## config.mk

```make
export PLATFORM = sky130hd
export DESIGN_NAME = tcdm_g_streamer_flat
export DESIGN_NICKNAME = d
export VERILOG_FILES = /design/src/rtl/tcdm_g_streamer_pkg.sv /design/src/rtl/tcdm_g_streamer_if.sv /design/src/rtl/tcdm_g_streamer_fifo.sv /design/src/rtl/tcdm_g_streamer.sv /design/src/flat_wrapper.sv
export SDC_FILE = /design/constraint.sdc
export NUM_CORES = 1
export LEC_CHECK = 0
export CORE_ASPECT_RATIO = 2
export CORE_UTILIZATION = 40
export CTS_BUF_LIST = sky130_fd_sc_hd__clkbuf_8
export DETAILED_ROUTE_END_ITERATION = 8
export HOLD_SLACK_MARGIN = 0.05
export PLACE_DENSITY = 0.69
export SETUP_SLACK_MARGIN = 0.3
export SKIP_LAST_GASP = 1
export SYNTH_ARGS = -nofsm -noshare
export SYNTH_HDL_FRONTEND = slang
export SYNTH_SLANG_ARGS = --single-unit
```

## constraint.sdc

```tcl
create_clock -name clk -period 4.6 [get_ports clk]
set_input_delay 0.46 -clock clk [delete_from_list [all_inputs] [get_ports clk]]
set_output_delay 0.46 -clock clk [all_outputs]
set_load 0.1 [all_outputs]
```

## src/rtl/tcdm_g_streamer_pkg.sv

```systemverilog
// Shared types for the TCDM streamer: FSM state encoding.
package tcdm_g_pkg;

    typedef enum logic [1:0] {
        IDLE  = 2'd0,
        RD    = 2'd1,
        WR    = 2'd2,
        DRAIN = 2'd3
    } state_e;

endpackage

```

## src/rtl/tcdm_g_streamer_if.sv

```systemverilog
// Config, read/write stream and SRAM-side bus of the streamer, bundled with
// master (streamer) and slave (environment) views.
interface tcdm_g_streamer_if #(
    parameter int unsigned ADDR_SRAM_WIDTH = 10,
    parameter int unsigned DATA_WIDTH      = 32,
    parameter int unsigned BE_WIDTH        = DATA_WIDTH / 8,
    parameter int unsigned SIZE            = 1,
    parameter int unsigned LEN_WIDTH       = ADDR_SRAM_WIDTH + 1
);
    logic                         cfg_start;
    logic                         cfg_wen;
    logic [ADDR_SRAM_WIDTH-1:0]   cfg_base;
    logic [ADDR_SRAM_WIDTH-1:0]   cfg_stride;
    logic [LEN_WIDTH-1:0]         cfg_len;
    logic                         busy;
    logic                         done;

    logic                         rd_valid;
    logic                         rd_ready;
    logic [SIZE*DATA_WIDTH-1:0]   rd_data;

    logic                         wr_valid;
    logic                         wr_ready;
    logic [SIZE*DATA_WIDTH-1:0]   wr_data;
    logic [SIZE*BE_WIDTH-1:0]     wr_be;

    logic                         sram_req;
    logic [ADDR_SRAM_WIDTH-1:0]   sram_add;
    logic                         sram_wen;
    logic [SIZE*DATA_WIDTH-1:0]   sram_wdata;
    logic [SIZE*BE_WIDTH-1:0]     sram_be;
    logic [SIZE*DATA_WIDTH-1:0]   sram_rdata;

    modport master (
        input  cfg_start, cfg_wen, cfg_base, cfg_stride, cfg_len,
        output busy, done,
        output rd_valid, rd_data,
        input  rd_ready,
        input  wr_valid, wr_data, wr_be,
        output wr_ready,
        output sram_req, sram_add, sram_wen, sram_wdata, sram_be,
        input  sram_rdata
    );

    modport slave (
        output cfg_start, cfg_wen, cfg_base, cfg_stride, cfg_len,
        input  busy, done,
        input  rd_valid, rd_data,
        output rd_ready,
        output wr_valid, wr_data, wr_be,
        input  wr_ready,
        input  sram_req, sram_add, sram_wen, sram_wdata, sram_be,
        output sram_rdata
    );

endinterface

```

## src/rtl/tcdm_g_streamer_fifo.sv

```systemverilog
// Synchronous FIFO with registered storage; head is presented directly and
// reads as zero while empty.
module tcdm_g_fifo #(
    parameter  int unsigned WIDTH = 32,
    parameter  int unsigned DEPTH = 3,
    localparam int unsigned CW    = $clog2(DEPTH + 1)
) (
    input  logic             clk,
    input  logic             rst,
    input  logic             push_i,
    input  logic [WIDTH-1:0] data_i,
    input  logic             pop_i,
    output logic [WIDTH-1:0] data_o,
    output logic             full_o,
    output logic             empty_o,
    output logic [CW-1:0]    count_o
);
    localparam int unsigned PW = (DEPTH > 1) ? $clog2(DEPTH) : 1;

    logic [WIDTH-1:0] mem_q [DEPTH];
    logic [PW-1:0]    wptr_q, rptr_q;
    logic [CW-1:0]    cnt_q;
    logic             do_push, do_pop;

    function automatic logic [PW-1:0] next_ptr(input logic [PW-1:0] p);
        return (p == PW'(DEPTH - 1)) ? '0 : p + PW'(1);
    endfunction

    assign full_o  = (cnt_q == CW'(DEPTH));
    assign empty_o = (cnt_q == '0);
    assign count_o = cnt_q;
    assign data_o  = empty_o ? '0 : mem_q[rptr_q];
    assign do_push = push_i && !full_o;
    assign do_pop  = pop_i && !empty_o;

    always_ff @(posedge clk) begin
        if (do_push) begin
            mem_q[wptr_q] <= data_i;
        end
    end

    always_ff @(posedge clk) begin
        if (rst) begin
            wptr_q <= '0;
            rptr_q <= '0;
            cnt_q  <= '0;
        end else begin
            if (do_push) wptr_q <= next_ptr(wptr_q);
            if (do_pop)  rptr_q <= next_ptr(rptr_q);
            case ({do_push, do_pop})
                2'b10:   cnt_q <= cnt_q + CW'(1);
                2'b01:   cnt_q <= cnt_q - CW'(1);
                default: cnt_q <= cnt_q;
            endcase
        end
    end

    // Upstream throttling guarantees space; a full push means that broke.
    assert property (@(posedge clk) disable iff (rst) !(push_i && full_o));

endmodule

```

## src/rtl/tcdm_g_streamer.sv

```systemverilog
// Strided SRAM request generator: loads return through a bounded FIFO as a
// read stream, stores pass straight through from the write stream.
module tcdm_g_streamer
    import tcdm_g_pkg::*;
#(
    parameter int unsigned ADDR_SRAM_WIDTH = 10,
    parameter int unsigned DATA_WIDTH      = 32,
    parameter int unsigned BE_WIDTH        = DATA_WIDTH / 8,
    parameter int unsigned SIZE            = 1,
    parameter int unsigned LEN_WIDTH       = ADDR_SRAM_WIDTH + 1,
    parameter int unsigned FIFO_DEPTH      = 3
) (
    input  logic               clk,
    input  logic               rst,
    tcdm_g_streamer_if.master  bus
);
    localparam int unsigned DW = SIZE * DATA_WIDTH;
    localparam int unsigned CW = $clog2(FIFO_DEPTH + 1);

    state_e                     state_q;
    logic [ADDR_SRAM_WIDTH-1:0] addr_q, stride_q;
    logic [LEN_WIDTH-1:0]       rem_q;
    logic                       inflight_q, done_q, busy_q;

    logic [CW:0]   outstanding;
    logic [CW-1:0] fifo_cnt;
    logic          fifo_empty, fifo_full;
    logic [DW-1:0] fifo_data;
    logic          can_issue, issue_rd, wr_acc, in_wr, last_beat;

    // Loads already in flight count against FIFO space so a stalled consumer
    // can never cause an overflow.
    assign outstanding = {1'b0, fifo_cnt} + (CW + 1)'(inflight_q);
    assign can_issue   = outstanding < (CW + 1)'(FIFO_DEPTH);
    assign in_wr       = (state_q == WR);
    assign issue_rd    = (state_q == RD) && can_issue;
    assign wr_acc      = in_wr && bus.wr_valid;
    assign last_beat   = (rem_q == LEN_WIDTH'(1));

    assign bus.sram_req   = issue_rd || wr_acc;
    assign bus.sram_add   = addr_q;
    assign bus.sram_wen   = !in_wr;
    assign bus.sram_wdata = in_wr ? bus.wr_data : '0;
    assign bus.sram_be    = in_wr ? bus.wr_be   : '0;
    assign bus.wr_ready   = in_wr;
    assign bus.busy       = busy_q;
    assign bus.done       = done_q;
    assign bus.rd_valid   = !fifo_empty;
    assign bus.rd_data    = fifo_data;

    tcdm_g_fifo #(
        .WIDTH (DW),
        .DEPTH (FIFO_DEPTH)
    ) u_fifo (
        .clk     (clk),
        .rst     (rst),
        .push_i  (inflight_q),
        .data_i  (bus.sram_rdata),
        .pop_i   (bus.rd_ready),
        .data_o  (fifo_data),
        .full_o  (fifo_full),
        .empty_o (fifo_empty),
        .count_o (fifo_cnt)
    );

    always_ff @(posedge clk) begin
        if (rst) begin
            state_q    <= IDLE;
            addr_q     <= '0;
            stride_q   <= '0;
            rem_q      <= '0;
            inflight_q <= 1'b0;
            done_q     <= 1'b0;
            busy_q     <= 1'b0;
        end else begin
            done_q     <= 1'b0;
            inflight_q <= issue_rd;
            case (state_q)
                IDLE: begin
                    if (bus.cfg_start) begin
                        addr_q   <= bus.cfg_base;
                        stride_q <= bus.cfg_stride;
                        rem_q    <= bus.cfg_len;
                        if (bus.cfg_len == '0) begin
                            done_q <= 1'b1;
                        end else begin
                            busy_q  <= 1'b1;
                            state_q <= bus.cfg_wen ? RD : WR;
                        end
                    end
                end
                RD: begin
                    if (issue_rd) begin
                        addr_q <= addr_q + stride_q;
                        rem_q  <= rem_q - LEN_WIDTH'(1);
                        if (last_beat) state_q <= DRAIN;
                    end
                end
                DRAIN: begin
                    if (fifo_empty && !inflight_q) begin
                        done_q  <= 1'b1;
                        busy_q  <= 1'b0;
                        state_q <= IDLE;
                    end
                end
                WR: begin
                    if (wr_acc) begin
                        addr_q <= addr_q + stride_q;
                        rem_q  <= rem_q - LEN_WIDTH'(1);
                        if (last_beat) begin
                            done_q  <= 1'b1;
                            busy_q  <= 1'b0;
                            state_q <= IDLE;
                        end
                    end
                end
                default: state_q <= IDLE;
            endcase
        end
    end

    logic unused_full;
    assign unused_full = fifo_full;

endmodule
```

## src/flat_wrapper.sv

```systemverilog
// flat-port wrapper written by rule: the top's interface ports become plain ports
module tcdm_g_streamer_flat import tcdm_g_pkg::*;
#(
    parameter int unsigned ADDR_SRAM_WIDTH = 10,
    parameter int unsigned DATA_WIDTH      = 32,
    parameter int unsigned BE_WIDTH        = DATA_WIDTH / 8,
    parameter int unsigned SIZE            = 1,
    parameter int unsigned LEN_WIDTH       = ADDR_SRAM_WIDTH + 1,
    parameter int unsigned FIFO_DEPTH      = 3
)
  (clk, rst, bus_cfg_start, bus_cfg_wen, bus_cfg_base, bus_cfg_stride, bus_cfg_len, bus_busy, bus_done, bus_rd_valid, bus_rd_data, bus_rd_ready, bus_wr_valid, bus_wr_data, bus_wr_be, bus_wr_ready, bus_sram_req, bus_sram_add, bus_sram_wen, bus_sram_wdata, bus_sram_be, bus_sram_rdata);
  tcdm_g_streamer_if #(.ADDR_SRAM_WIDTH(ADDR_SRAM_WIDTH), .DATA_WIDTH(DATA_WIDTH), .BE_WIDTH(BE_WIDTH), .SIZE(SIZE), .LEN_WIDTH(LEN_WIDTH)) bus_i ();
  input  logic clk;
  input  logic rst;
  input wire logic [$bits(bus_i.cfg_start)-1:0] bus_cfg_start;
  input wire logic [$bits(bus_i.cfg_wen)-1:0] bus_cfg_wen;
  input wire logic [$bits(bus_i.cfg_base)-1:0] bus_cfg_base;
  input wire logic [$bits(bus_i.cfg_stride)-1:0] bus_cfg_stride;
  input wire logic [$bits(bus_i.cfg_len)-1:0] bus_cfg_len;
  output wire logic [$bits(bus_i.busy)-1:0] bus_busy;
  output wire logic [$bits(bus_i.done)-1:0] bus_done;
  output wire logic [$bits(bus_i.rd_valid)-1:0] bus_rd_valid;
  output wire logic [$bits(bus_i.rd_data)-1:0] bus_rd_data;
  input wire logic [$bits(bus_i.rd_ready)-1:0] bus_rd_ready;
  input wire logic [$bits(bus_i.wr_valid)-1:0] bus_wr_valid;
  input wire logic [$bits(bus_i.wr_data)-1:0] bus_wr_data;
  input wire logic [$bits(bus_i.wr_be)-1:0] bus_wr_be;
  output wire logic [$bits(bus_i.wr_ready)-1:0] bus_wr_ready;
  output wire logic [$bits(bus_i.sram_req)-1:0] bus_sram_req;
  output wire logic [$bits(bus_i.sram_add)-1:0] bus_sram_add;
  output wire logic [$bits(bus_i.sram_wen)-1:0] bus_sram_wen;
  output wire logic [$bits(bus_i.sram_wdata)-1:0] bus_sram_wdata;
  output wire logic [$bits(bus_i.sram_be)-1:0] bus_sram_be;
  input wire logic [$bits(bus_i.sram_rdata)-1:0] bus_sram_rdata;
  assign bus_i.cfg_start = bus_cfg_start;
  assign bus_i.cfg_wen = bus_cfg_wen;
  assign bus_i.cfg_base = bus_cfg_base;
  assign bus_i.cfg_stride = bus_cfg_stride;
  assign bus_i.cfg_len = bus_cfg_len;
  assign bus_busy = bus_i.busy;
  assign bus_done = bus_i.done;
  assign bus_rd_valid = bus_i.rd_valid;
  assign bus_rd_data = bus_i.rd_data;
  assign bus_i.rd_ready = bus_rd_ready;
  assign bus_i.wr_valid = bus_wr_valid;
  assign bus_i.wr_data = bus_wr_data;
  assign bus_i.wr_be = bus_wr_be;
  assign bus_wr_ready = bus_i.wr_ready;
  assign bus_sram_req = bus_i.sram_req;
  assign bus_sram_add = bus_i.sram_add;
  assign bus_sram_wen = bus_i.sram_wen;
  assign bus_sram_wdata = bus_i.sram_wdata;
  assign bus_sram_be = bus_i.sram_be;
  assign bus_i.sram_rdata = bus_sram_rdata;
  tcdm_g_streamer #(.ADDR_SRAM_WIDTH(ADDR_SRAM_WIDTH), .DATA_WIDTH(DATA_WIDTH), .BE_WIDTH(BE_WIDTH), .SIZE(SIZE), .LEN_WIDTH(LEN_WIDTH), .FIFO_DEPTH(FIFO_DEPTH)) u_core (.clk(clk), .rst(rst), .bus(bus_i));
endmodule
```

Word-level counts from Yosys, hierarchy flattened

Memories as Yosys holds them, arrays and structs flattened. A register that Yosys moved wholly into a read port is not among the register bits.
Cells that the tools add are included.

Logic and storage cells: 94
Bits in registers: 42
Memories kept: 1
Bits in writable memories: 96
Output and inout port bits: 84
Input bits: 105

Memory list:

| memory              | words | bits a word | rd ports | clocked after Yosys merged registers in | write ports | line                       | text |
|---|---|---|---|---|---|---|---|
| u_core.u_fifo.mem_q | 3     | 32          | 1        | 1                                       | 1           | tcdm_g_streamer_fifo.sv:20 | `logic [WIDTH-1:0] mem_q [DEPTH];` |

Reductions and logical operators: 20
Multiplexer cells: 39
Magnitude comparators: 1
Eq/ne operators: 16
Add/sub/neg operators: 7

Operators by type and width:

| operator                | count |
|---|---|
| $mux W32                | 2 |
| $mux W11                | 3 |
| $pmux W11 S3            | 1 |
| $mux W10                | 3 |
| $pmux W10 S3            | 1 |
| $mux W2                 | 12 |
| $eq A2 B2 Y1 const B    | 6 |
| $mux W1                 | 12 |
| $eq A11 B1 Y1 const B   | 1 |
| $logic_not A11 Y1       | 1 |
| $sub A11 B1 Y11 const B | 1 |
| $add A10 B10 Y10        | 1 |
| $ne A2 B1 Y1 const B    | 4 |
| $pmux W2 S4             | 1 |
| $reduce_and A7 Y1       | 1 |
| $add A2 B1 Y2 const B   | 3 |
| $ne A2 B2 Y1 const B    | 3 |
| $pmux W1 S3             | 2 |
| $reduce_and A6 Y1       | 1 |
| $reduce_bool A3 Y1      | 2 |
| $logic_and A1 B1 Y1     | 5 |
| $eq A2 B1 Y1 const B    | 2 |
| $logic_not A1 Y1        | 4 |
| $logic_not A2 Y1        | 2 |
| 9 further kinds         | 9 |

Depth between registers and ports, before layout

Gate-level depths: netlist of run 1.

Word-level depth: 5
Depth in mapped cells: 9
Depth with buffers taken out: 8

Hierarchy

Synthesis of run 1 repeated with hierarchy kept, for this count alone.

Cell total of the unflattened synthesis: 570
Area total of the unflattened synthesis: 6666.4 um^2

By module, submodules not included:

| module          | cells an instance | area each (um^2) | seq. area each (um^2) | times used |
|---|---|---|---|---|
| tcdm_g_fifo     | 238               | 4068.9           | 3042.9                | 1 |
| tcdm_g_streamer | 332               | 2597.5           | 720.7                 | 1 |

Least setup slack after synthesis of run 1

No wires, ideal clock.

Path type: register -> register
From: register u_core.u_fifo.cnt_q[0] (netlist: u_core.u_fifo.count_o[0])
To: memory u_core.u_fifo.mem_q[2][0], enable pin
Period minus slack after synthesis: 3.487 ns
Setup slack: 1.113 ns
Cell stages (with the launch flop): 5
Arrival time: 3.019 ns
Data required time: 4.132 ns
Path buffers: 1
Setup time: 0.468 ns
Cells stage by stage: dfxtp_1 > buf_2 > nand2_1 > nand2_1 > nor3b_1

Cells in the longest elaborated chain, start to end: 5

Ends and longest elaborated chain:

| element                       | line                       | text |
|---|---|---|
| from (decl)                   | tcdm_g_streamer_fifo.sv:22 | `logic [CW-1:0] cnt_q;` |
| from (signal assigned)        | tcdm_g_streamer_fifo.sv:51 | `2'b10: cnt_q <= cnt_q + CW'(1);` |
| from (signal assigned)        | tcdm_g_streamer_fifo.sv:52 | `2'b01: cnt_q <= cnt_q - CW'(1);` |
| from (signal assigned)        | tcdm_g_streamer_fifo.sv:53 | `default: cnt_q <= cnt_q;` |
| $eq A2 B2 Y1                  | tcdm_g_streamer_fifo.sv:29 | `assign full_o = (cnt_q == CW'(DEPTH));` |
| $logic_not A1 Y1              | tcdm_g_streamer_fifo.sv:33 | `assign do_push = push_i && !full_o;` |
| $logic_and A1 B1 Y1           | tcdm_g_streamer_fifo.sv:33 |  |
| $mux W1                       | tcdm_g_streamer_fifo.sv:37 | `if (do_push) begin` |
| $mux W1 (not written as such) | tcdm_g_streamer_fifo.sv:38 | `mem_q[wptr_q] <= data_i;` |
| to (decl)                     | tcdm_g_streamer_fifo.sv:20 |  |

No other way between the ends.

Worst setup path in the final report of run 1

From: register u_core.state_q[0]
To: output port bus_sram_wdata[3]

Cells in the longest elaborated chain, start to end: 2

Ends and longest elaborated chain:

| element                | line                  | text |
|---|---|---|
| from (decl)            | tcdm_g_streamer.sv:20 | `state_e state_q;` |
| from (signal assigned) | tcdm_g_streamer.sv:88 | `state_q <= bus.cfg_wen ? RD : WR;` |
| $eq A2 B2 Y1           | tcdm_g_streamer.sv:35 | `assign in_wr = (state_q == WR);` |
| $mux W32               | tcdm_g_streamer.sv:43 | `assign bus.sram_wdata = in_wr ? bus.wr_data : '0;` |
| to (decl)              | flat_wrapper.sv:32    | `output wire logic [$bits(bus_i.sram_wdata)-1:0] bus_sram_wdata;` |

No other way between the ends.

==> results by group, run 1 <==
Timing
  • Hold Violations, Final: 0
  • Fin crit share: 0.813
  • Worst max-slew margin expressed relative to the limit: 0.226
  • Setup tns final: 0 ns
  • Number of failing setup endpoints in the final timing report: 0
  • Pin slew with the least headroom to its limit: 1.16 ns
  • Tmin final: 3.74 ns
  • Number of max-slew violations in the final report: 0
  • Post-Route Skew: 0.0153 ns
  • F_max: 0.267 GHz
  • RSZ-0062 raised after global routing: no

Power
  • Part of the power in registers: 0.274
  • Areal power density over the cells: 683 nW/um^2
  • Maximum vdd ir drop: 0.529 mV
  • Standby leakage power: 0.00322 uW
  • Post-layout power: 6150 uW
  • Combinational Power Share: 0.580
  • Sw Share: 0.533
  • Internal Dissipation: 2880 uW
  • Switching power summed over all nets: 3280 uW
  • Clock share of power: 0.146

Placement
  • Weighted congestion at the end of routability-driven global placement: 0.842
  • Post-DP HPWL: 11,900 um
  • Cell area after placement: 8660 sq um
  • Buffers on Ports: 188

Logic synthesis
  • Main synth FF type: sky130_fd_sc_hd__edfxtp_1
  • Total of warnings raised by yosys: 0
  • Cell type contributing the most total cell area after synthesis: sky130_fd_sc_hd__edfxtp_1
  • Area of the mapped netlist: 6600 sq um
  • Seq/Total Area, Yosys: 0.571
  • Fraction of registers with async set/reset: 0
  • Library cells used by synthesis: 56
  • Portion of synthesized cell area occupied by the leading cell type: 0.437
  • EDFF count, synth: 96
  • Syn Inst Count: 615
  • Synthesized flop and latch total: 140
  • Syn avg cell area: 10.7 sq um
  • Net count after synthesis: 741
  • Synth top area cells: sky130_fd_sc_hd__edfxtp_1 44%, sky130_fd_sc_hd__dfxtp_1 13%, sky130_fd_sc_hd__mux2i_1 5.5%

CTS
  • Clock transition time at the flip-flop clock pins of the worst setup and hold paths: 0.09 ns
  • Setup bufs post-CTS: 0
  • Number of buffers between clock root and the deepest sink: 2
  • Number of sinks driven by the clock tree: 140
  • Total clock buffers created by CTS: 17
  • Number of hold-repair buffers added at the cts stage: 0
  • Level count of the clock H-tree: 4
  • Gates resized, CTS repair: 0
  • CTS tree: done
  • Worst skew pair latency: 0.43 ns
  • CTS root buf: sky130_fd_sc_hd__clkbuf_8

Worst setup path
  • Critical path's largest stage delay: 1.15 ns
  • Kind of critical path: flop to primary output
  • Critical path's slowest cell: sky130_fd_sc_hd__clkdlybuf4s50_1
  • Category of the worst setup path launch point: flop
  • Critical path arrival: 3.28 ns
  • Element type at the critical path end: primary output
  • Endpoint required time on the critical path: 4.14 ns
  • Register-to-register setup slack: 1.81 ns
  • Crit-path cells: inv_1, ha_1, and2_1, clkdlybuf4s50_1
  • R2r worst-path depth: 8
  • Worst-path maximum fanout: 44

Floorplan
  • Die boundary width: 92.8 um
  • Die footprint: 17,000 sq um
  • FP Rows: 66
  • Io pins: 189
  • Placeable Area: 16,200 sq um
  • Starting Density: 0.407
  • Die height: 184 um

Layout
  • Final standard cell area without fillers: 9020 sq um
  • Most common cell after layout, fill and taps aside: sky130_fd_sc_hd__clkdlybuf4s50_1
  • Number of nets in the layout: 923
  • Area growth from synthesis to layout: 36.7%
  • Final-layout fill cell count: 1,413
  • Commonest non-fill, non-tap cells in the layout: 188 x sky130_fd_sc_hd__clkdlybuf4s50_1, 96 x sky130_fd_sc_hd__edfxtp_1, 89 x sky130_fd_sc_hd__nor2_1
  • Fraction of final layout cells with drive strength greater than 1: 0.0705
  • Antenna diode count: 0

Routing
  • WL final: 16,400 um
  • DRC violation count after routing: 0
  • Number of vias per cell: 5.16
  • Avg WL per Cell: 16.2 um
  • Iteration-0 DRC Markers: 183
  • Post-DRT Antenna Nets: 0
  • Drt pass-1 iters: 4
  • Routed via count: 5,228

Worst hold path
  • Type of the worst min-delay path: flop to flop
  • Cell count of the worst hold path: 2

GRT
  • First-pass GRT wire length: 25,300 um
  • Largest net degree at the start of global routing: 65
  • Global routing usage summed across all routing layers: 0.191
  • Number of global-route vias before repair: 5,292
  • Sum of overflow across all layers after global routing: 0
  • Number of antenna violations at the first check in global routing: 0

Job
  • Maxcap violations: 0

Status
  • Outcome: finished, final reports clean
==> critical path, delay by kind of cell (launching register included) <==
kind | cells | cell delay, ns
adders and majority gates | 1 | 0.92
buffers and inverters | 2 | 1.29
DFF | 1 | 0.36
and+or+nand+nor | 1 | 0.27
==> final timing paths <==
kind	from	to
min	u_core.stride_q[6]$_SDFFE_PP0P_	u_core.stride_q[6]$_SDFFE_PP0P_
min reg2reg	u_core.stride_q[6]$_SDFFE_PP0P_	u_core.stride_q[6]$_SDFFE_PP0P_
max	u_core.state_q[0]$_SDFFE_PP0P_	bus_sram_wdata[3]
max reg2reg	u_core.state_q[0]$_SDFFE_PP0P_	u_core.bus.sram_add[9]$_SDFFE_PP0P_
==> cell families after synthesis <==
logic type / after synthesis / share of synthesized area
AND/OR/NAND/NOR: 225 / 0.166
flip-flops: 140 / 0.571
AO/OA/AOI/OAI: 133 / 0.121
buffers and inverters: 50 / 0.0326
multiplexers: 39 / 0.0598
adder cells (fa/ha/maj): 21 / 0.0410
XOR/XNOR: 7 / 0.00930
==> power by group through the flow <==
stage	logic [uW]	clock network, uW	registers (uW)
5_1_grt	3770	973	1710
2_1_floorplan	2500	0	1930
3_3_place_gp	3510	0	1700
4_1_cts	3590	928	1690
6_report	3570	897	1690
3_5_place_dp	3580	0	1710
==> Yosys cell counts, types with 3 or more instances <==
library cell / number
sky130_fd_sc_hd__or4_1: 3
sky130_fd_sc_hd__nand2_1: 46
sky130_fd_sc_hd__a211oi_1: 6
sky130_fd_sc_hd__inv_1: 14
sky130_fd_sc_hd__ha_1: 20
sky130_fd_sc_hd__nor3b_1: 4
sky130_fd_sc_hd__buf_1: 3
sky130_fd_sc_hd__a22oi_1: 3
sky130_fd_sc_hd__mux2i_1: 36
sky130_fd_sc_hd__a21oi_1: 71
sky130_fd_sc_hd__xor2_1: 3
sky130_fd_sc_hd__a221oi_1: 4
sky130_fd_sc_hd__o21ai_1: 3
sky130_fd_sc_hd__o211ai_1: 3
sky130_fd_sc_hd__xnor2_1: 4
sky130_fd_sc_hd__dfxtp_1: 44
sky130_fd_sc_hd__nor4_1: 5
sky130_fd_sc_hd__mux2_2: 3
sky130_fd_sc_hd__and2_1: 40
sky130_fd_sc_hd__o21ai_0: 18
sky130_fd_sc_hd__edfxtp_1: 96
sky130_fd_sc_hd__and3_1: 4
sky130_fd_sc_hd__nor2_1: 90
sky130_fd_sc_hd__nor2b_1: 5
sky130_fd_sc_hd__a21o_1: 4
sky130_fd_sc_hd__buf_2: 6
sky130_fd_sc_hd__clkbuf_1: 23
sky130_fd_sc_hd__nand2b_1: 3
sky130_fd_sc_hd__nor3_1: 7
sky130_fd_sc_hd__nand3_1: 6
sky130_fd_sc_hd__a211o_1: 3
sky130_fd_sc_hd__o31ai_1: 3
==> stage by stage <==
stage	worst slack, ns	cells	util	hold WS (ns)
final	0.858	1013	0.557	0.462
after global routing	0.640	1013	0.557	0.487
after CTS	0.844	1013	0.557	0.464
after detailed placement	1.36	982	0.535	0.453
after global placement	1.41	982	0.535	0.448
after floorplan	1.11	615	-	0.440
==> layout make-up <==
class / count / area [sq um] / share of cell area
Inverter: 16 / 60.1 / 0.00666
Clock inverter: 14 / 123 / 0.0136
Clock buffer: 17 / 234 / 0.0260
Tap cell: 204 / 255 / 0.0283
Multi-Input combinational cell: 425 / 2630 / 0.292
Sequential cell: 140 / 3770 / 0.418
Timing Repair Buffer: 197 / 1950 / 0.216
==> layer usage <==
metal,vias up,wire length (um),GRT usage
li1,2571,-,-
met1,2504,6100,0.192
met2,128,9410,0.374
met3,25,543,0.0368
met4,0,313,0.0695
met5,-,0,0
==> sequential cells by signal, indices dropped and copies added, names as in the netlist, named ones only <==
signal / count
u_core.bus.busy: 1
u_core.bus.done: 1
u_core.bus.sram_add: 10
u_core.inflight_q: 1
u_core.rem_q: 11
u_core.state_q: 2
u_core.stride_q: 10
u_core.u_fifo.count_o: 2
u_core.u_fifo.mem_q: 96
u_core.u_fifo.rptr_q: 2
u_core.u_fifo.wptr_q: 2
(Power assumes the default switching activity.)
==> inputs of run 2 (changes only) <==
clock period = 3.77 ns   (was 4.6 ns; I/O delays follow)
==> results by group, run 2 (synthesis results as in run 1) <==
CTS
  • CTS root buf: sky130_fd_sc_hd__clkbuf_8
  • Number of hold-repair buffers added at the cts stage: 0
  • Gates resized, CTS repair: 0
  • Number of sinks driven by the clock tree: 140
  • Setup bufs post-CTS: 0
  • CTS tree: done
  • Total clock buffers created by CTS: 17
  • Level count of the clock H-tree: 4
  • Number of buffers between clock root and the deepest sink: 2
  • Clock transition time at the flip-flop clock pins of the worst setup and hold paths: 0.09 ns
  • Worst skew pair latency: 0.42 ns

GRT
  • Global routing usage summed across all routing layers: 0.197
  • Number of global-route vias before repair: 5,466
  • Number of antenna violations at the first check in global routing: 1
  • First-pass GRT wire length: 26,300 um
  • Largest net degree at the start of global routing: 49
  • Sum of overflow across all layers after global routing: 0

Job
  • Maxcap violations: 0

Placement
  • Number of placed instances, taps included: 984
  • Weighted congestion at the end of routability-driven global placement: 0.835
  • Cell area after placement: 8530 sq um
  • Buffers on Ports: 188
  • Post-DP HPWL: 12,100 um

Worst setup path
  • R2r worst-path depth: 7
  • Endpoint required time on the critical path: 3.39 ns
  • Worst-path maximum fanout: 44
  • Category of the worst setup path launch point: flop
  • Register-to-register setup slack: 1.21 ns
  • Critical path arrival: 2.65 ns
  • Kind of critical path: flop to primary output
  • Worst flop-to-flop path endpoint: u_core.rem_q[0]$_SDFFE_PP0P_
  • Element type at the critical path end: primary output
  • Beginning of the worst register-to-register path: u_core.state_q[0]$_SDFFE_PP0P_

Floorplan
  • Die height: 184 um
  • Die footprint: 17,000 sq um
  • Die boundary width: 92.8 um
  • FP Rows: 66
  • Starting Density: 0.407
  • Placeable Area: 16,200 sq um
  • Io pins: 189

Timing
  • RSZ-0062 raised after global routing: no
  • Pin slew with the least headroom to its limit: 0.988 ns
  • Number of max-slew violations in the final report: 0
  • Number of failing setup endpoints in the final timing report: 0
  • Tmin final: 3.03 ns
  • Fin crit share: 0.803
  • F_max: 0.330 GHz
  • Post-Route Skew: 0.0199 ns
  • Setup tns final: 0 ns
  • Hold Violations, Final: 0
  • Final hold slack: 0.465 ns
  • Worst max-slew margin expressed relative to the limit: 0.339

Layout
  • Final standard cell area without fillers: 8890 sq um
  • Register with the most flip-flops: u_core.u_fifo.mem_q
  • Area growth from synthesis to layout: 34.8%
  • Max reg flops: 96
  • Top flop regs: u_core.u_fifo.mem_q: 96 flops, u_core.rem_q: 11 flops
  • Fraction of final layout cells with drive strength greater than 1: 0.149
  • Non-Filler Instances: 1,017
  • Layout Utilization: 0.549
  • Most common cell after layout, fill and taps aside: sky130_fd_sc_hd__clkdlybuf4s50_1
  • Number of nets in the layout: 925
  • Commonest non-fill, non-tap cells in the layout: 126 x sky130_fd_sc_hd__clkdlybuf4s50_1, 96 x sky130_fd_sc_hd__edfxtp_1, 89 x sky130_fd_sc_hd__nor2_1

Routing
  • WL final: 16,600 um
  • Routed via count: 5,301
  • Number of vias per cell: 5.21
  • Post-DRT Antenna Nets: 0
  • Drt pass-1 iters: 4
  • Iteration-0 DRC Markers: 188
  • DRC violation count after routing: 0
  • Avg WL per Cell: 16.4 um

Power
  • Maximum vdd ir drop: 0.574 mV
  • Areal power density over the cells: 843 nW/um^2
  • Standby leakage power: 0.00336 uW

Worst hold path
  • HP Start: u_core.stride_q[3]$_SDFFE_PP0P_
  • Type of the worst min-delay path: flop to flop
  • Endpoint of the worst hold-timing path: u_core.stride_q[3]$_SDFFE_PP0P_
  • Cell count of the worst hold path: 2

Status
  • Outcome: finished, final reports clean
[run 2: changes by cell type in the layout (fill, tap and decap cells not counted), sizes merged]
cell           delta
buf              +64
clkdlybuf4s50    -62
diode             +1
inv               +1
[run 2: metal layers]
metal  wire length, um  vias up  track usage
met5                 0        -            0
met4               319        0       0.0812
met3               602       29       0.0335
met2              9480      151        0.381
met1              6240     2541        0.202
li1                  -     2580            -
[run 2: final cells by class]
type / instances / area [sq um]
Fill cell: 1403 / 7290
Sequential cell: 140 / 3770
Multi-Input combinational cell: 425 / 2640
Timing Repair Buffer: 199 / 1810
Tap cell: 204 / 255
Clock buffer: 17 / 234
Clock inverter: 15 / 130
Inverter: 16 / 60.1
Antenna cell: 1 / 2.50
[run 2: worst max-delay path by stage]
stage | end | cells past startpoint | start | slack (ns)
after CTS | bus_sram_wen | 5 | u_core.state_q[0]$_SDFFE_PP0P_ | 0.72
after floorplan | u_core.u_fifo.mem_q[0][0]$_DFFE_PP_ | 4 | u_core.u_fifo.count_o[0]$_SDFFE_PP0P_ | 0.42
final | bus_sram_wen | 5 | u_core.state_q[0]$_SDFFE_PP0P_ | 0.74
after global placement | bus_sram_wen | 5 | u_core.state_q[0]$_SDFFE_PP0P_ | 1.33
after global routing | bus_sram_wen | 5 | u_core.state_q[0]$_SDFFE_PP0P_ | 0.65
after detailed placement | bus_sram_wen | 5 | u_core.state_q[0]$_SDFFE_PP0P_ | 1.22
[run 2: stage by stage]
stage                     setup WS, ns  power [uW]
after detailed placement          1.22        6400
after floorplan                  0.420        5410
after global placement            1.33        6310
final                            0.741        7490
after global routing             0.646        7840
after CTS                        0.724        7530
[run 2: report_power, final]
part / total, uW / internal [uW] / switching (uW)
sequential: 2020 / 1840 / 178
clock: 1120 / 480 / 644
combinational: 4350 / 1140 / 3210
total: 7490 / 3460 / 4030
[run 2: worst max-delay path, cell delays in order (launching register included)]
cell                              delay, ns
sky130_fd_sc_hd__dfxtp_1               0.42
sky130_fd_sc_hd__inv_1                 0.12
sky130_fd_sc_hd__ha_1                  0.21
sky130_fd_sc_hd__buf_4                 0.23
sky130_fd_sc_hd__inv_1                 0.09
sky130_fd_sc_hd__clkdlybuf4s50_1       1.14
==> inputs of run 3 (changes only) <==
PLACE_DENSITY = 0.72   (was 0.69)
clock period = 2.74 ns   (was 3.77 ns; I/O delays follow)
==> results by group, run 3 (synthesis results as in run 1) <==
GRT
  • Number of global-route vias before repair: 5,574
  • Global routing usage summed across all routing layers: 0.203
  • Number of antenna violations at the first check in global routing: 0
  • Sum of overflow across all layers after global routing: 0
  • Largest net degree at the start of global routing: 44
  • First-pass GRT wire length: 26,900 um

Floorplan
  • Io pins: 189
  • Die footprint: 17,000 sq um
  • Die height: 184 um
  • Starting Density: 0.407
  • FP Rows: 66
  • Placeable Area: 16,200 sq um
  • Die boundary width: 92.8 um

Worst setup path
  • Kind of cell adding the most delay to the critical path: compound AO/OA/AOI/OAI gates
  • Crit-path cells: ha_1, ha_1, a21oi_2, o2111ai_1, or3_1, a31oi_1, mux2_2
  • Critical path buffer and inverter count: 0
  • Worst-path maximum fanout: 8
  • Critical path's slowest cell: sky130_fd_sc_hd__or3_1
  • Category of the worst setup path launch point: flop
  • Startpoint of the most critical setup path: u_core.u_fifo.count_o[0]$_SDFFE_PP0P_
  • Critical path's most frequent cell: sky130_fd_sc_hd__ha_1
  • Critical path arrival: 2.62 ns
  • Kind of critical path: flop to flop
  • Critical path's largest stage delay: 0.42 ns
  • Element type at the critical path end: flop
  • Endpoint required time on the critical path: 3.12 ns
  • Beginning of the worst register-to-register path: u_core.u_fifo.count_o[0]$_SDFFE_PP0P_

Timing
  • Number of max-slew violations in the final report: 0
  • RSZ-0062 raised after global routing: no
  • Post-Route Skew: 0.0145 ns
  • Number of failing setup endpoints in the final timing report: 0
  • Tmin final: 2.24 ns
  • Hold Violations, Final: 0
  • Pin slew with the least headroom to its limit: 0.616 ns
  • Setup tns final: 0 ns
  • F_max: 0.446 GHz
  • Worst max-slew margin expressed relative to the limit: 0.589
  • Fin crit share: 0.818

Worst hold path
  • Type of the worst min-delay path: primary input to flop
  • HP Start: bus_cfg_stride[7]

CTS
  • CTS root buf: sky130_fd_sc_hd__clkbuf_8
  • Number of buffers between clock root and the deepest sink: 2
  • Setup bufs post-CTS: 0
  • Level count of the clock H-tree: 4
  • Total clock buffers created by CTS: 17
  • Number of hold-repair buffers added at the cts stage: 0
  • CTS tree: done
  • Number of sinks driven by the clock tree: 140
  • Worst skew pair latency: 0.43 ns
  • Clock transition time at the flip-flop clock pins of the worst setup and hold paths: 0.09 ns

Routing
  • WL final: 17,000 um
  • Number of vias per cell: 5.24
  • Drt pass-1 iters: 4
  • Post-DRT Antenna Nets: 0
  • Routed via count: 5,343
  • Avg WL per Cell: 16.6 um
  • Iteration-0 DRC Markers: 204
  • DRC violation count after routing: 0

Placement
  • Buffers on Ports: 188
  • Post-DP HPWL: 12,500 um
  • Weighted congestion at the end of routability-driven global placement: 0.861
  • Cell area after placement: 8640 sq um

Layout
  • Final standard cell area without fillers: 9030 sq um
  • Layout Utilization: 0.558
  • Antenna diode count: 0
  • Max reg flops: 96
  • Fraction of final layout cells with drive strength greater than 1: 0.229
  • Register with the most flip-flops: u_core.u_fifo.mem_q
  • Area growth from synthesis to layout: 36.9%
  • Number of nets in the layout: 929
  • Commonest non-fill, non-tap cells in the layout: 104 x sky130_fd_sc_hd__clkdlybuf4s50_1, 96 x sky130_fd_sc_hd__buf_4, 96 x sky130_fd_sc_hd__edfxtp_1
  • Most common cell after layout, fill and taps aside: sky130_fd_sc_hd__clkdlybuf4s50_1
  • Top flop regs: u_core.u_fifo.mem_q: 96 flops, u_core.rem_q: 11 flops

Power
  • Maximum vdd ir drop: 1.04 mV
  • Areal power density over the cells: 1170 nW/um^2
  • Standby leakage power: 0.00343 uW

Job
  • Maxcap violations: 0

Status
  • Outcome: finished, final reports clean
-- run 3: cell count changes in the layout (fill, tap and decap cells not counted), sizes merged --
cell           change
clkdlybuf4s50     -22
bufinv             +1
diode              -1
clkinvlp           -1
buf               +26
-- run 3: final cells by class --
class                      count  area, sq um
clock buffer                  17          234
clock inverter                15          154
fill                        1414         7150
inverter                      16         60.1
multi-input combinational    425         2730
sequential                   140         3780
tap                          204          255
timing repair buffer         203         1820
-- run 3: worst register-to-register path: stages (launching register included) --
cell and delay [ns]:
sky130_fd_sc_hd__dfxtp_2 0.37, sky130_fd_sc_hd__ha_1 0.21, sky130_fd_sc_hd__ha_1 0.28, sky130_fd_sc_hd__a21oi_2 0.23, sky130_fd_sc_hd__o2111ai_1 0.33, sky130_fd_sc_hd__or3_1 0.42
sky130_fd_sc_hd__a31oi_1 0.20, sky130_fd_sc_hd__mux2_2 0.17
-- run 3: path summary, 6_finish.rpt --
| check | to | cells after the start | slack [ns] |
|---|---|---|---|
| worst max-delay path | u_core.bus.sram_add[9]$_SDFFE_PP0P_ | 7 | 0.50 |
| worst min-delay path | u_core.stride_q[7]$_SDFFE_PP0P_ | 3 | 0.39 |
| worst max register to register | u_core.bus.sram_add[9]$_SDFFE_PP0P_ | 7 | 0.50 |
| worst min register to register | u_core.stride_q[3]$_SDFFE_PP0P_ | 2 | 0.47 |
-- run 3: metal layers --
layer  GRT usage  part of all wire  up-vias
met5           0                 0        -
li1            -                 -     2589
met1       0.204              0.37     2581
met3      0.0327             0.035       25
met2       0.403              0.58      148
met4      0.0751             0.015        0
-- run 3: timing repair --
item / CTS / global route
endpoints found under the setup margin: 0 / 12
gates resized for setup: 0 / 3
hold endpoints to repair: 0 / 0
-- run 3: stage by stage --
| step | total power [uW] | setup WS (ns) | hold WS, ns | std cells |
|---|---|---|---|---|
| 3_3_place_gp | 8860 | 0.557 | 0.446 | 988 |
| 5_1_grt | 11100 | 0.373 | 0.357 | 1020 |
| 3_5_place_dp | 8990 | 0.377 | 0.457 | 988 |
| 4_1_cts | 10600 | 0.360 | 0.361 | 1020 |
| 6_report | 10600 | 0.498 | 0.389 | 1020 |
| 2_1_floorplan | 7570 | 0.295 | 0.373 | 615 |
-- run 3: power by group --
group	total, uW	switching (uW)	internal, uW
logic	6150	4530	1620
registers	2780	238	2540
clock network	1640	888	753
total	10600	5660	4920
